## config.mk

```make
export PLATFORM = sky130hd
export DESIGN_NAME = pll_pwr_seq_flat
export DESIGN_NICKNAME = d
export VERILOG_FILES = /design/src/rtl/pll_pwr_seq_pkg.sv /design/src/rtl/pll_pwr_seq_if.sv /design/src/rtl/pll_pwr_seq_sync2.sv /design/src/rtl/pll_pwr_seq.sv /design/src/flat_wrapper.sv
export SDC_FILE = /design/constraint.sdc
export NUM_CORES = 1
export LEC_CHECK = 0
export ABC_AREA = 1
export CORE_MARGIN = 2
export CORE_UTILIZATION = 50
export DETAILED_ROUTE_END_ITERATION = 10
export GPL_TIMING_DRIVEN = 0
export PLACE_DENSITY = 0.72
export REMOVE_ABC_BUFFERS = 1
export SYNTH_ARGS = -nofsm -noshare
export SYNTH_HDL_FRONTEND = slang
export SYNTH_SLANG_ARGS = --single-unit
```

## constraint.sdc

```tcl
create_clock -name clk_ref -period 1.8 [get_ports clk_ref]
set_input_delay 0.27 -clock clk_ref [delete_from_list [all_inputs] [get_ports clk_ref]]
set_output_delay 0.27 -clock clk_ref [all_outputs]
set_load 0.02 [all_outputs]
```

## src/rtl/pll_pwr_seq_pkg.sv

```systemverilog
// Shared types and defaults for the PLL power sequencer.
// Optional statistics counters are enabled with the PLL_SEQ_STATS_EN macro.
package pll_seq_pkg;

   // Sequencer states, 3-bit encoding
   typedef enum logic [2:0] {
      S_RST    = 3'd0,
      S_LOCK   = 3'd1,
      S_SWITCH = 3'd2,
      S_RUN    = 3'd3,
      S_BYP    = 3'd4,
      S_SLEEP  = 3'd5,
      S_FAIL   = 3'd6
   } state_t;

   // Default timing constants, in reference-clock cycles
   localparam int RESET_CYCLES_DEF  = 8;
   localparam int SETTLE_CYCLES_DEF = 16;
   localparam int LOCK_TIMEOUT_DEF  = 4096;
   localparam int CNT_W_DEF         = 13;

   // Saturating 16-bit increment for the event counters
   function automatic logic [15:0] sat_inc16(input logic [15:0] v);
      return (v == 16'hFFFF) ? v : v + 16'd1;
   endfunction

endpackage

```

## src/rtl/pll_pwr_seq_if.sv

```systemverilog
// Control/status bundle between the SoC and the PLL sequencer.
// Optional statistics signals appear when PLL_SEQ_STATS_EN is defined.
//
// Handshake: sleep_req/sleep_ack are a level handshake. The CPU raises
// sleep_req while in WFI; the sequencer raises sleep_ack only once the PLL is
// frozen in bypass. Dropping sleep_req or raising wake withdraws the request;
// sleep_ack then falls on the next cycle. wake always wins over sleep_req.
// retry is a one-cycle pulse and only acts while the sequencer has failed.
interface pll_pwr_seq_if;
   import pll_seq_pkg::*;

   logic   sleep_req;
   logic   wake;
   logic   retry;
   logic   pll_lock;
   logic   pll_resetb;
   logic   pll_bypass;
   logic   pll_latch;
   logic   clk_ok;
   logic   sleep_ack;
   logic   lock_err;
   state_t seq_state;

`ifdef PLL_SEQ_STATS_EN
   logic [15:0] sleep_cnt;
   logic [15:0] relock_cnt;

   modport master (output sleep_req, wake, retry, pll_lock,
                   input  pll_resetb, pll_bypass, pll_latch, clk_ok,
                          sleep_ack, lock_err, seq_state, sleep_cnt, relock_cnt);
   modport slave  (input  sleep_req, wake, retry, pll_lock,
                   output pll_resetb, pll_bypass, pll_latch, clk_ok,
                          sleep_ack, lock_err, seq_state, sleep_cnt, relock_cnt);
`else
   modport master (output sleep_req, wake, retry, pll_lock,
                   input  pll_resetb, pll_bypass, pll_latch, clk_ok,
                          sleep_ack, lock_err, seq_state);
   modport slave  (input  sleep_req, wake, retry, pll_lock,
                   output pll_resetb, pll_bypass, pll_latch, clk_ok,
                          sleep_ack, lock_err, seq_state);
`endif

endinterface

```

## src/rtl/pll_pwr_seq_sync2.sv

```systemverilog
// Two-flop synchroniser for the asynchronous PLL LOCK signal.
module sync2 (
   input  logic clk,
   input  logic rst_n,
   input  logic d,
   output logic q
);

   logic meta;

   // Shift the raw input through two flops; both clear to 0 on reset
   always_ff @(posedge clk or negedge rst_n) begin
      if (!rst_n) begin
         meta <= 1'b0;
         q    <= 1'b0;
      end else begin
         meta <= d;
         q    <= meta;
      end
   end

endmodule

```

## src/rtl/pll_pwr_seq.sv

```systemverilog
// Sequencer for the iCE40 hard PLL: power-up reset, lock acquisition,
// WFI sleep/wake handshake and lock-loss recovery. All outputs registered.
// Define PLL_SEQ_STATS_EN to add the sleep_cnt/relock_cnt event counters.
import pll_seq_pkg::*;

module pll_pwr_seq #(
   parameter int RESET_CYCLES  = RESET_CYCLES_DEF,
   parameter int SETTLE_CYCLES = SETTLE_CYCLES_DEF,
   parameter int LOCK_TIMEOUT  = LOCK_TIMEOUT_DEF,
   parameter int CNT_W         = CNT_W_DEF
) (
   input  logic           clk_ref,
   input  logic           rst_n,
   pll_pwr_seq_if.slave   bus
);

   localparam logic [CNT_W-1:0] RST_LAST = CNT_W'(RESET_CYCLES - 1);
   localparam logic [CNT_W-1:0] SET_LAST = CNT_W'(SETTLE_CYCLES - 1);
   localparam logic [CNT_W-1:0] TMO_LAST = CNT_W'(LOCK_TIMEOUT - 1);
   localparam logic [CNT_W-1:0] CNT_ONE  = CNT_W'(1);

   state_t           state;
   logic [CNT_W-1:0] cnt;
   logic             lock_s;
   logic             resetb_q, bypass_q, latch_q, clk_ok_q, ack_q, err_q;
`ifdef PLL_SEQ_STATS_EN
   logic [15:0]      sleep_cnt_q, relock_cnt_q;
`endif

   sync2 u_lock_sync (
      .clk   (clk_ref),
      .rst_n (rst_n),
      .d     (bus.pll_lock),
      .q     (lock_s)
   );

   // Sequencer FSM with shared counter; counter clears on every state entry
   always_ff @(posedge clk_ref or negedge rst_n) begin
      if (!rst_n) begin
         state    <= S_RST;
         cnt      <= '0;
         resetb_q <= 1'b0;
         bypass_q <= 1'b1;
         latch_q  <= 1'b0;
         clk_ok_q <= 1'b0;
         ack_q    <= 1'b0;
         err_q    <= 1'b0;
`ifdef PLL_SEQ_STATS_EN
         sleep_cnt_q  <= '0;
         relock_cnt_q <= '0;
`endif
      end else begin
         case (state)
            S_RST: begin
               resetb_q <= 1'b0;
               bypass_q <= 1'b1;
               if (cnt == RST_LAST) begin
                  resetb_q <= 1'b1;
                  state    <= S_LOCK;
                  cnt      <= '0;
               end else begin
                  cnt <= cnt + CNT_ONE;
               end
            end
            S_LOCK: begin
               // sleep_req is deliberately ignored until the PLL is clean
               if (lock_s) begin
                  bypass_q <= 1'b0;
                  state    <= S_SWITCH;
                  cnt      <= '0;
               end else if (cnt == TMO_LAST) begin
                  err_q <= 1'b1;
                  state <= S_FAIL;
                  cnt   <= '0;
               end else begin
                  cnt <= cnt + CNT_ONE;
               end
            end
            S_SWITCH: begin
               if (!lock_s) begin
                  bypass_q <= 1'b1;
                  state    <= S_LOCK;
                  cnt      <= '0;
               end else if (cnt == SET_LAST) begin
                  clk_ok_q <= 1'b1;
                  state    <= S_RUN;
                  cnt      <= '0;
               end else begin
                  cnt <= cnt + CNT_ONE;
               end
            end
            S_RUN: begin
               if (!lock_s) begin
                  clk_ok_q <= 1'b0;
                  bypass_q <= 1'b1;
                  state    <= S_LOCK;
                  cnt      <= '0;
`ifdef PLL_SEQ_STATS_EN
                  relock_cnt_q <= sat_inc16(relock_cnt_q);
`endif
               end else if (!bus.wake && bus.sleep_req) begin
                  clk_ok_q <= 1'b0;
                  bypass_q <= 1'b1;
                  state    <= S_BYP;
                  cnt      <= '0;
               end
            end
            S_BYP: begin
               if (bus.wake || !bus.sleep_req) begin
                  state <= S_LOCK;
                  cnt   <= '0;
               end else if (cnt == SET_LAST) begin
                  latch_q <= 1'b1;
                  ack_q   <= 1'b1;
                  state   <= S_SLEEP;
                  cnt     <= '0;
`ifdef PLL_SEQ_STATS_EN
                  sleep_cnt_q <= sat_inc16(sleep_cnt_q);
`endif
               end else begin
                  cnt <= cnt + CNT_ONE;
               end
            end
            S_SLEEP: begin
               // PLL is not reset on wake; relock goes through S_LOCK/S_SWITCH
               if (bus.wake || !bus.sleep_req) begin
                  latch_q <= 1'b0;
                  ack_q   <= 1'b0;
                  state   <= S_LOCK;
                  cnt     <= '0;
               end
            end
            S_FAIL: begin
               if (bus.retry) begin
                  err_q    <= 1'b0;
                  resetb_q <= 1'b0;
                  state    <= S_RST;
                  cnt      <= '0;
               end
            end
            default: begin
               state <= S_RST;
               cnt   <= '0;
            end
         endcase
      end
   end

   assign bus.pll_resetb = resetb_q;
   assign bus.pll_bypass = bypass_q;
   assign bus.pll_latch  = latch_q;
   assign bus.clk_ok     = clk_ok_q;
   assign bus.sleep_ack  = ack_q;
   assign bus.lock_err   = err_q;
   assign bus.seq_state  = state;
`ifdef PLL_SEQ_STATS_EN
   assign bus.sleep_cnt  = sleep_cnt_q;
   assign bus.relock_cnt = relock_cnt_q;
`endif

endmodule

```

## src/flat_wrapper.sv

```systemverilog
// flat-port wrapper written by rule: the top's interface ports become plain ports
module pll_pwr_seq_flat 
#(
   parameter int RESET_CYCLES  = RESET_CYCLES_DEF,
   parameter int SETTLE_CYCLES = SETTLE_CYCLES_DEF,
   parameter int LOCK_TIMEOUT  = LOCK_TIMEOUT_DEF,
   parameter int CNT_W         = CNT_W_DEF
)
  (clk_ref, rst_n, bus_sleep_req, bus_wake, bus_retry, bus_pll_lock, bus_pll_resetb, bus_pll_bypass, bus_pll_latch, bus_clk_ok, bus_sleep_ack, bus_lock_err, bus_seq_state);
  pll_pwr_seq_if bus_i ();
  input  logic clk_ref;
  input  logic rst_n;
  input wire logic [$bits(bus_i.sleep_req)-1:0] bus_sleep_req;
  input wire logic [$bits(bus_i.wake)-1:0] bus_wake;
  input wire logic [$bits(bus_i.retry)-1:0] bus_retry;
  input wire logic [$bits(bus_i.pll_lock)-1:0] bus_pll_lock;
  output wire logic [$bits(bus_i.pll_resetb)-1:0] bus_pll_resetb;
  output wire logic [$bits(bus_i.pll_bypass)-1:0] bus_pll_bypass;
  output wire logic [$bits(bus_i.pll_latch)-1:0] bus_pll_latch;
  output wire logic [$bits(bus_i.clk_ok)-1:0] bus_clk_ok;
  output wire logic [$bits(bus_i.sleep_ack)-1:0] bus_sleep_ack;
  output wire logic [$bits(bus_i.lock_err)-1:0] bus_lock_err;
  output wire logic [$bits(bus_i.seq_state)-1:0] bus_seq_state;
  assign bus_i.sleep_req = bus_sleep_req;
  assign bus_i.wake = bus_wake;
  assign bus_i.retry = bus_retry;
  assign bus_i.pll_lock = bus_pll_lock;
  assign bus_pll_resetb = bus_i.pll_resetb;
  assign bus_pll_bypass = bus_i.pll_bypass;
  assign bus_pll_latch = bus_i.pll_latch;
  assign bus_clk_ok = bus_i.clk_ok;
  assign bus_sleep_ack = bus_i.sleep_ack;
  assign bus_lock_err = bus_i.lock_err;
  assign bus_seq_state = bus_i.seq_state;
  pll_pwr_seq #(.RESET_CYCLES(RESET_CYCLES), .SETTLE_CYCLES(SETTLE_CYCLES), .LOCK_TIMEOUT(LOCK_TIMEOUT), .CNT_W(CNT_W)) u_core (.clk_ref(clk_ref), .rst_n(rst_n), .bus(bus_i));
endmodule
```

==> summary.txt, run 1 <==
Layout
  • Fillers: about 270
  • Register area: 579 um2
  • Multi-input logic area: 749 um2
  • Area grow syn2layout: 15.1%
  • ANT cells: 0
  • Finished Cell Area: roughly 1700 um2
  • Fin cells: 257
  • Layout Nets: 234
  • Layout cells sized above 1: 0.128

Placement
  • Port Buffer Count: 14
  • Post-DP HPWL: about 2.4 mm
  • Placed cell areas: about 1600 um2
  • Placed Instances: 250
  • GPL Wtd Cong: 0.879

STA
  • RSZ-0062 raised after global routing: false
  • Max Clk Rate: 577 MHz
  • Setup-failing EPs final: 0
  • Final hold slack: 0.364 ns
  • Fin crit share: 0.963
  • Slew HR: 0.309
  • Worst-case clock skew: 0.00366 ns
  • Worst Tran Pin Value: 1.03 ns
  • Fin. Hold Viols: 0
  • Max Slew Vio Count: 0
  • Crit path time final: 1.73 ns

GRT
  • First-pass GRT wire length: 5.89 mm
  • Initial antenna violation count: 0
  • Largest net degree at the start of global routing: 24
  • GR peak layer: met2
  • Total grt overflow: 0
  • Met3 Use GR: 0.0268
  • Total global routing track utilization: 0.225
  • GRT met2 Usage: 0.331
  • Vias in the first global route: around 1400
  • M1 GR Usage: 0.325

Worst setup path
  • Setup crit start: u_core.bus.seq_state[1]
  • Critical-path cell list: clkdlybuf4s50_1
  • CP Capture Type: output pin
  • Critical R2R Capture: u_core.cnt[4]
  • Crit start category: flop
  • Worst path top cell family by delay: buffers and inverters
  • Worst path depth: 1
  • Depth of the worst register-to-register path: 8
  • Worst Setup EP: bus_seq_state[1]
  • Worst reg-to-reg setup slack: 0.15 ns
  • WP buf/inv: 1
  • WP data arrival: 1.46 ns
  • CP max stage cell: clkdlybuf4s50_1
  • Max FO, Critical Path: 8
  • Critical Path RT: 1.53 ns
  • WS Path Type: flop to output pin
  • Worst R2R Start: u_core.cnt[0]
  • Crit path largest cell delay: approximately 0.66 ns

Floorplanning
  • Io pins: 15
  • Initial core utilization: 0.522
  • Core area: 2760 um2
  • Row count: 19
  • Die Span Y: 57.7 um
  • Die Area: about 3300 um2
  • Die width: 57.7 um

Synthesis
  • Compound-Gate Fraction of Synth Area: 0.0599
  • Synthesized cell area: 1440 um2
  • Post-synthesis mux area share: 0
  • Largest family of logic cells by synthesized area: simple AND/OR/NAND/NOR gates
  • Yosys warning count: 0
  • Simple-gate share of the synthesized area: 0.427
  • Netlist cell types: 24
  • Synth Area in XOR/XNOR: 0.0122
  • Synth Instances: 208
  • Seq/Total Area, Yosys: 0.401
  • Seq cells post-synth: 23
  • Synth Area in Adders: 0.00869
  • Mean area per synthesized cell: slightly below 7 um2

Run
  • Max-cap check violation count: 0

Power
  • Maximum VDD drop: 1.10 mV
  • Pwr Total: 1.95 mW
  • Leakage: 0.818 nW
  • Pwr dens: 1180 nW/um2

Hold path
  • Hold depth: 0
  • Hold/Removal Path Class: flop to flop

CTS
  • Clock transition at the registers of the reported paths: roughly 0.12 ns
  • Clk buf depth: 2
  • Insertion delay to the later sink of the worst-skew pair: 0.31 ns
  • Clock Sinks: 23
  • CTS Hold Bufs: 0
  • CTS tree: yes
  • H-tree levels: 1
  • Clk root buf: clkbuf_4
  • Inserted Clock Buffers: 3

Detailed routing
  • Drt wl/cell: ~13 um
  • Total wire length after detailed routing: 3.27 mm
  • DRT iter0 DRCs: 81
  • Vias per Instance: 5.45
  • Drc violations: 0
  • Total iterations of the first detailed-routing run: 4
  • Vias post-DR: about 1400
  • Remaining antenna violation count after routing: 0

Run status
  • Result of the run: finished, final reports clean
## stage by stage
| step | TNS (ns) | utilization | setup slack (ns) |
|---|---|---|---|
| 2_1_floorplan | 0 | - | 0.247 |
| 5_1_grt | 0 | 0.601 | 0.00265 |
| 3_5_place_dp | -2.44 | 0.576 | -0.221 |
| 6_report | 0 | 0.601 | 0.0663 |
| 3_3_place_gp | -2.04 | 0.576 | -0.193 |
| 4_1_cts | 0 | 0.593 | 0.0207 |
## cell usage in the layout, fill, tap and decap left out
cell / netlist / layout
o22a_1: 1 / 1
buf_4: 1 / 3
nand4_1: 5 / 5
nand2_1: 65 / 65
inv_2: 3 / 3
dfrtp_1: 22 / 20
clkbuf_4: 0 / 3
ha_4: 0 / 1
nor2_1: 26 / 26
dfstp_2: 1 / 1
nand3_1: 23 / 23
nand4_2: 1 / 1
dfrtp_2: 0 / 2
o21ai_0: 6 / 6
clkbuf_1: 0 / 1
clkdlybuf4s50_1: 0 / 14
xor2_1: 2 / 2
o21ai_2: 2 / 2
nand2_2: 3 / 3
nand3_2: 1 / 1
nor2_4: 2 / 3
or2_2: 1 / 1
o21ai_1: 2 / 2
a21oi_1: 4 / 4
inv_1: 24 / 24
nor2_2: 6 / 5
nor3_1: 4 / 4
## cells by family after synthesis
kind of cell	Yosys count
flops	23
simple gates	137
fa+ha+maj	1
compound gates	15
xor+xnor	2
buf+inv	30
## area by class of cell
type / instances / area share
multi-input combinational: 155 / 0.452
sequential: 23 / 0.349
timing repair buffer: 17 / 0.0981
inverter: 27 / 0.0611
tap: 31 / 0.0234
clock buffer: 4 / 0.0158
## metal layers
layer | vias up | wire length (um)
met1 | 658 | 1470
met5 | - | 0
li1 | 693 | -
met4 | 0 | 66
met3 | 7 | 187
met2 | 43 | 1550
## cell usage after synthesis
master	number	area share
a21oi_1	4	0.014
buf_4	1	0.0052
buf_6	2	0.016
dfrtp_1	22	0.38
dfstp_2	1	0.018
ha_1	1	0.0087
inv_1	24	0.063
inv_2	3	0.0078
nand2_1	65	0.17
nand2_2	3	0.013
nand3_1	23	0.080
nand3_2	1	0.0070
nand4_1	5	0.022
nand4_2	1	0.0087
nor2_1	26	0.068
nor2_2	6	0.026
nor2_4	2	0.016
nor3_1	4	0.014
o21ai_0	6	0.021
o21ai_1	2	0.0070
o21ai_2	2	0.012
o22a_1	1	0.0061
or2_2	1	0.0043
xor2_1	2	0.012
## registers in the layout, indices dropped and copies added (netlist names)
signal,flops
u_core.bus.clk_ok,1
u_core.cnt,13
u_core.bus.pll_latch,1
u_core.u_lock_sync.meta,1
u_core.bus.seq_state,3
u_core.u_lock_sync.q,1
u_core.bus.lock_err,1
u_core.bus.pll_bypass,1
u_core.bus.pll_resetb,1
## repair_timing
action	4_1_cts	5_1_grt
setup endpoints to repair	10	16
buffers inserted	2	1
endpoints found under the hold margin	0	0
resized for setup	2	3
pin swaps	1	0
## power by group
| group | leakage (nW) | switching [mW] | internal (mW) |
|---|---|---|---|
| Combinational | 0.504 | 0.594 | 0.362 |
| Sequential | 0.299 | 0.132 | 0.625 |
| Clock | 0.0150 | 0.155 | 0.0867 |
| Total | 0.818 | 0.880 | 1.07 |
## worst min path at each step
stage	to	start	slack, ns
after floorplan	u_core.bus.clk_ok	rst_n	-0.03
after global placement	u_core.u_lock_sync.q	u_core.u_lock_sync.meta	0.34
after detailed placement	u_core.u_lock_sync.q	u_core.u_lock_sync.meta	0.34
after CTS	u_core.u_lock_sync.q	u_core.u_lock_sync.meta	0.37
after global routing	u_core.u_lock_sync.meta	bus_pll_lock	0.37
final	u_core.u_lock_sync.q	u_core.u_lock_sync.meta	0.36
(Power assumes the default switching activity.)
==> run 2: changes to the inputs <==
--- a/config.mk
+++ b/config.mk
@@ -6,11 +6,14 @@
 export NUM_CORES = 1
 export LEC_CHECK = 0
 export ABC_AREA = 1
+export ABC_CLOCK_PERIOD_IN_PS = 1800
+export CELL_PAD_IN_SITES_DETAIL_PLACEMENT = 1
+export CELL_PAD_IN_SITES_GLOBAL_PLACEMENT = 1
 export CORE_MARGIN = 2
-export CORE_UTILIZATION = 50
+export CORE_UTILIZATION = 40
 export DETAILED_ROUTE_END_ITERATION = 10
 export GPL_TIMING_DRIVEN = 0
-export PLACE_DENSITY = 0.72
+export PLACE_DENSITY_LB_ADDON = 0.1
 export REMOVE_ABC_BUFFERS = 1
 export SYNTH_ARGS = -nofsm -noshare
 export SYNTH_HDL_FRONTEND = slang
==> summary.txt, run 2 (synthesized netlist as in run 1, its figures left out) <==
Worst setup path
  • Crit path largest cell delay: 0.64 ns (was 0.66 ns)
  • Setup crit start: u_core.bus.seq_state[2] (was u_core.bus.seq_state[1])
  • Max FO, Critical Path: 10 (was 8)
  • Critical-path cell list: clkdlybuf4s50_1 (unchanged)
  • Worst R2R Start: u_core.cnt[0] (unchanged)
  • CP max stage cell: clkdlybuf4s50_1 (unchanged)
  • Worst path top cell family by delay: buffers and inverters (unchanged)
  • WS Path Type: flop to output pin (unchanged)
  • WP buf/inv: 1 (unchanged)
  • CP Capture Type: output pin (unchanged)
  • WP data arrival: 1.46 ns (about the same)
  • Critical Path RT: 1.53 ns (about the same)
  • Crit start category: flop (unchanged)

STA
  • Max Slew Vio Count: 0 (unchanged)
  • Fin. Hold Viols: 0 (unchanged)
  • Setup-failing EPs final: 0 (unchanged)
  • Crit path time final: 1.73 ns (about the same)
  • Worst-case clock skew: 0.00473 ns (was 0.00366 ns)
  • Fin crit share: 0.960 (was 0.963)
  • Worst Tran Pin Value: 1.08 ns (was 1.03 ns)
  • Max Clk Rate: 578 MHz (was 577 MHz)
  • Final hold slack: 0.373 ns (was 0.364 ns)
  • Slew HR: 0.276 (was 0.309)

Run
  • Max-cap check violation count: 0 (unchanged)

Power
  • Leakage: 0.835 nW (was 0.818 nW)
  • Pwr Total: 2.06 mW (was 1.95 mW)
  • Maximum VDD drop: 0.786 mV (was 1.10 mV)
  • Pwr dens: 1200 nW/um2 (was 1180 nW/um2)

Detailed routing
  • Vias post-DR: 1393 (was 1401)
  • Total iterations of the first detailed-routing run: 4 (unchanged)
  • Vias per Instance: 5.10 (was 5.45)
  • Drt wl/cell: 14.5 um (was 12.7 um)
  • Drc violations: 0 (unchanged)
  • DRT iter0 DRCs: 47 (was 81)
  • Remaining antenna violation count after routing: 0 (unchanged)
  • Total wire length after detailed routing: 3.95 mm (was 3.27 mm)

GRT
  • First-pass GRT wire length: 6.84 mm (was 5.89 mm)
  • Initial antenna violation count: 0 (unchanged)
  • Largest net degree at the start of global routing: 24 (unchanged)
  • Vias in the first global route: 1414 (was 1351)
  • Total global routing track utilization: 0.214 (was 0.225)
  • Total grt overflow: 0 (unchanged)

CTS
  • CTS tree: yes (unchanged)
  • H-tree levels: 1 (unchanged)
  • Inserted Clock Buffers: 3 (unchanged)
  • Clk buf depth: 2 (unchanged)
  • Clock transition at the registers of the reported paths: 0.13 ns (was 0.12 ns)
  • Clk root buf: clkbuf_4 (unchanged)
  • Insertion delay to the later sink of the worst-skew pair: 0.32 ns (was 0.31 ns)
  • Clock Sinks: 23 (unchanged)
  • CTS Hold Bufs: 0 (unchanged)

Floorplanning
  • Io pins: 15 (unchanged)
  • Row count: 21 (was 19)
  • Initial core utilization: 0.425 (was 0.522)
  • Core area: 3390 um2 (was 2760 um2)
  • Die width: 64 um (was 57.7 um)
  • Die Span Y: 64 um (was 57.7 um)
  • Die Area: 4100 um2 (was 3330 um2)

Layout
  • Most frequent cells in the layout: nand2_1 (65), nor2_1 (26), inv_1 (24) (unchanged)
  • Fin cells: 273 (was 257)
  • Core Util, Final: 0.506 (was 0.601)
  • Fillers: 444 (was 267)
  • Max reg flops: 13 (unchanged)
  • Largest register by flop count: u_core.cnt (unchanged)
  • Area grow syn2layout: 19.0% (was 15.1%)
  • Layout Nets: 235 (was 234)
  • ANT cells: 0 (unchanged)
  • Finished Cell Area: 1710 um2 (was 1660 um2)
  • Commonest non-fill, non-tap cell in the layout: nand2_1 (unchanged)
  • Layout cells sized above 1: 0.145 (was 0.128)

Placement
  • GPL Wtd Cong: 0.794 (was 0.879)
  • Placed Instances: 265 (was 250)
  • Post-DP HPWL: 3.05 mm (was 2.44 mm)
  • Port Buffer Count: 14 (unchanged)
  • Placed cell areas: 1610 um2 (was 1590 um2)

Hold path
  • Hold/Removal Path Class: input port to flop (was flop to flop)
  • Hold_sp: bus_pll_lock (was u_core.u_lock_sync.meta)

Run status
  • Result of the run: finished, final reports clean (unchanged)
==> run 2: routing by layer <==
metal,global-route usage,wire length (um)
met4,0.0571,51
met5,0,0
met3,0.0264,62
met2,0.362,2000
met1,0.287,1830
==> run 2: final timing paths <==
| check | to | slack [ns] | cells past startpoint |
|---|---|---|---|
| setup / recovery | bus_seq_state[2] | 0.07 | 1 |
| hold / removal | u_core.u_lock_sync.meta | 0.37 | 1 |
| setup reg to reg | u_core.bus.seq_state[0] | 0.12 | 9 |
| hold reg to reg | u_core.u_lock_sync.q | 0.39 | 0 |
| max in group asynchronous | u_core.bus.seq_state[0] | 0.57 | 1 |
| min in group asynchronous | u_core.bus.lock_err | 0.51 | 1 |
==> run 2: final cells by class <==
type	instances	area, um2	area share
Clock buffer	3	22.5	0.0131
Clock inverter	1	5.00	0.00292
Inverter	27	101	0.0591
Multi-Input combinational cell	155	773	0.451
Sequential cell	23	582	0.339
Tap cell	46	57.6	0.0336
Timing Repair Buffer	18	173	0.101
==> run 2: timing repair <==
action                                  in CTS  in global routing
hold endpoints to repair                     0                  0
gates resized for setup                      3                  8
buffers inserted                             2                  2
pin swaps                                    1                  0
endpoints found under the setup margin      11                 18
==> run 2: per-stage QoR <==
stage	setup slack, ns	TNS, ns
after CTS	0.00311	0
after detailed placement	-0.299	-3.42
final	0.0711	0
after floorplan	0.247	0
after global placement	-0.213	-2.45
after global routing	-0.0218	-0.0388
==> run 2: power breakdown <==
part,internal (mW),leakage [nW],switching [mW],total [mW]
registers,0.629,0.297,0.134,0.763
clock network,0.0834,0.0177,0.169,0.252
logic,0.397,0.520,0.645,1.04
==> run 3: changes to the inputs <==
--- a/config.mk
+++ b/config.mk
@@ -10,8 +10,9 @@
 export CELL_PAD_IN_SITES_DETAIL_PLACEMENT = 1
 export CELL_PAD_IN_SITES_GLOBAL_PLACEMENT = 1
 export CORE_MARGIN = 2
-export CORE_UTILIZATION = 40
+export CORE_UTILIZATION = 44
 export DETAILED_ROUTE_END_ITERATION = 10
+export DONT_BUFFER_PORTS = 1
 export GPL_TIMING_DRIVEN = 0
 export PLACE_DENSITY_LB_ADDON = 0.1
 export REMOVE_ABC_BUFFERS = 1
==> summary.txt, run 3 (synthesized netlist as in run 1, its figures left out) <==
STA
  • Final hold slack: 0.102 ns (was 0.373 ns)
  • Crit path time final: 1.67 ns (was 1.73 ns)
  • Max Clk Rate: 599 MHz (was 578 MHz)
  • Max Slew Vio Count: 0 (unchanged)
  • Fin. Hold Viols: 0 (unchanged)
  • Sum of negative setup slack: 0 ns (unchanged)
  • Worst-case clock skew: 0.00378 ns (was 0.00473 ns)
  • Worst Tran Pin Value: 1.10 ns (was 1.08 ns)
  • Fin crit share: 0.928 (was 0.960)
  • Slew HR: 0.262 (was 0.276)
  • Setup-failing EPs final: 0 (unchanged)

Power
  • Combinational share of power: 0.424 (was 0.506)
  • Switch share: 0.477 (was 0.461)
  • Maximum VDD drop: 0.617 mV (was 0.786 mV)
  • Switching power: 0.910 mW (was 0.948 mW)
  • Leakage: 0.780 nW (was 0.835 nW)
  • Pwr Total: 1.91 mW (was 2.06 mW)
  • Pwr dens: 1200 nW/um2 (about the same)
  • Int Pwr: 0.997 mW (was 1.11 mW)
  • Clock group share of total power: 0.132 (was 0.123)
  • Reg power frac: 0.444 (was 0.371)

Floorplanning
  • Die Span Y: 61.2 um (was 64 um)
  • Initial core utilization: 0.468 (was 0.425)
  • Die width: 61.2 um (was 64 um)
  • Row count: 20 (was 21)
  • Io pins: 15 (unchanged)
  • Die Area: 3750 um2 (was 4100 um2)
  • Core area: 3080 um2 (was 3390 um2)

Detailed routing
  • Total iterations of the first detailed-routing run: 4 (unchanged)
  • Remaining antenna violation count after routing: 0 (unchanged)
  • DRT iter0 DRCs: 44 (was 47)
  • Vias per Instance: 5.22 (was 5.10)
  • Drt wl/cell: 14.7 um (was 14.5 um)
  • Drc violations: 0 (unchanged)
  • Vias post-DR: 1352 (was 1393)
  • Total wire length after detailed routing: 3.80 mm (was 3.95 mm)

Worst setup path
  • Crit start category: flop (unchanged)
  • WP data arrival: 1.89 ns (was 1.46 ns)
  • Critical R2R Capture: u_core.cnt[9] (was u_core.bus.seq_state[0])
  • Max FO, Critical Path: 7 (was 10)
  • WS Path Type: flop to flop (was flop to output pin)
  • Worst reg-to-reg setup slack: 0.13 ns (was 0.12 ns)
  • Depth of the worst register-to-register path: 8 (was 9)
  • CP Capture Type: flop (was output pin)
  • Worst R2R Start: u_core.cnt[1] (was u_core.cnt[0])
  • Setup crit start: u_core.cnt[1] (was u_core.bus.seq_state[2])
  • Critical Path RT: 2.02 ns (was 1.53 ns)

GRT
  • First-pass GRT wire length: 6.48 mm (was 6.84 mm)
  • Vias in the first global route: 1446 (was 1414)
  • Total grt overflow: 0 (unchanged)
  • Initial antenna violation count: 0 (unchanged)
  • Total global routing track utilization: 0.236 (was 0.214)
  • Largest net degree at the start of global routing: 24 (unchanged)

CTS
  • Clock Sinks: 23 (unchanged)
  • CTS tree: yes (unchanged)
  • Insertion delay to the later sink of the worst-skew pair: 0.32 ns (about the same)
  • H-tree levels: 1 (unchanged)
  • Clk buf depth: 2 (unchanged)
  • Clock transition at the registers of the reported paths: 0.13 ns (about the same)
  • Inserted Clock Buffers: 3 (unchanged)
  • Clk root buf: clkbuf_4 (unchanged)

Placement
  • Post-DP HPWL: 2.82 mm (was 3.05 mm)
  • Port Buffer Count: 0 (was 14)
  • GPL Wtd Cong: 0.747 (was 0.794)
  • Placed Instances: 249 (was 265)
  • Placed cell areas: 1470 um2 (was 1610 um2)

Layout
  • Layout cells sized above 1: 0.172 (was 0.145)
  • Commonest non-fill, non-tap cell in the layout: nand2_1 (unchanged)
  • ANT cells: 0 (unchanged)
  • Area grow syn2layout: 10.1% (was 19.0%)
  • Most frequent cells in the layout: nand2_1 (63), nor2_1 (25), inv_1 (23) (was nand2_1 (65), nor2_1 (26), inv_1 (24))
  • Finished Cell Area: 1590 um2 (was 1710 um2)
  • Largest register by flop count: u_core.cnt (unchanged)
  • Layout Nets: 223 (was 235)
  • Fin cells: 259 (was 273)
  • Max reg flops: 13 (unchanged)

Hold path
  • Hold_sp: bus_retry (was bus_pll_lock)
  • Hold Path End: u_core.bus.lock_err (was u_core.u_lock_sync.meta)
  • Hold/Removal Path Class: input port to flop (unchanged)
  • Hold depth: 3 (was 1)

Run
  • Max-cap check violation count: 0 (unchanged)

Run status
  • Result of the run: finished, final reports clean (unchanged)
## run 3: cell types whose count changed in the layout (fill, tap and decap cells not counted), moves of 2 or more
cell,before,now
clkdlybuf4s50_1,13,0
nand3_2,0,2
nand2_1,65,63
dlygate4sd3_1,0,2
nand2_2,3,5
## run 3: worst max path at each step
stage,to,slack (ns)
finish,u_core.cnt[9],0.13
CTS,u_core.cnt[3],0.04
detailed placement,u_core.cnt[3],-0.21
global route,u_core.bus.seq_state[0],-0.006
floorplan,u_core.cnt[3],0.25
global placement,u_core.cnt[5],-0.13
## run 3: timing repair
item                       CTS  global route
setup endpoints to repair   15            16
pin swaps                    1             6
hold buffers                 2             0
buffers inserted             2             2
gates resized for setup      3             9
hold endpoints to repair    24             0
## run 3: worst max-delay path, cell delays in order, from the launching register on
cell and delay (ns):
dfrtp_1 0.45, ha_4 0.20, nand3_2 0.11, inv_2 0.10
nand2_1 0.11, o21ai_2 0.24, nand3_2 0.17, nand2_1 0.10
o21ai_0 0.08
## run 3: layout make-up
class / instances / area (um2)
multi-input combinational: 155 / 771
timing repair buffer: 6 / 50.0
inverter: 27 / 101
clock inverter: 1 / 5.00
fill: 419 / 1490
tap: 44 / 55.1
sequential: 23 / 581
clock buffer: 3 / 22.5
## run 3: per-stage QoR
stage | setup slack, ns | utilization
floorplan | 0.247 | -
global placement | -0.129 | 0.476
detailed placement | -0.214 | 0.476
CTS | 0.0356 | 0.499
global route | -0.00604 | 0.515
finish | 0.130 | 0.515
## run 3: power groups by stage
stage | clock (mW) | sequential [mW] | combinational [mW]
3_3_place_gp | 0 | 0.840 | 0.671
3_5_place_dp | 0 | 0.847 | 0.704
2_1_floorplan | 0 | 0.809 | 0.527
6_report | 0.251 | 0.846 | 0.809
5_1_grt | 0.285 | 0.869 | 0.926
4_1_cts | 0.270 | 0.838 | 0.747
## run 3: metal layers
metal / share of wire / global-route usage
met4: 0.028 / 0.106
met5: 0 / 0
met1: 0.44 / 0.299
met3: 0.024 / 0.0210
met2: 0.51 / 0.407
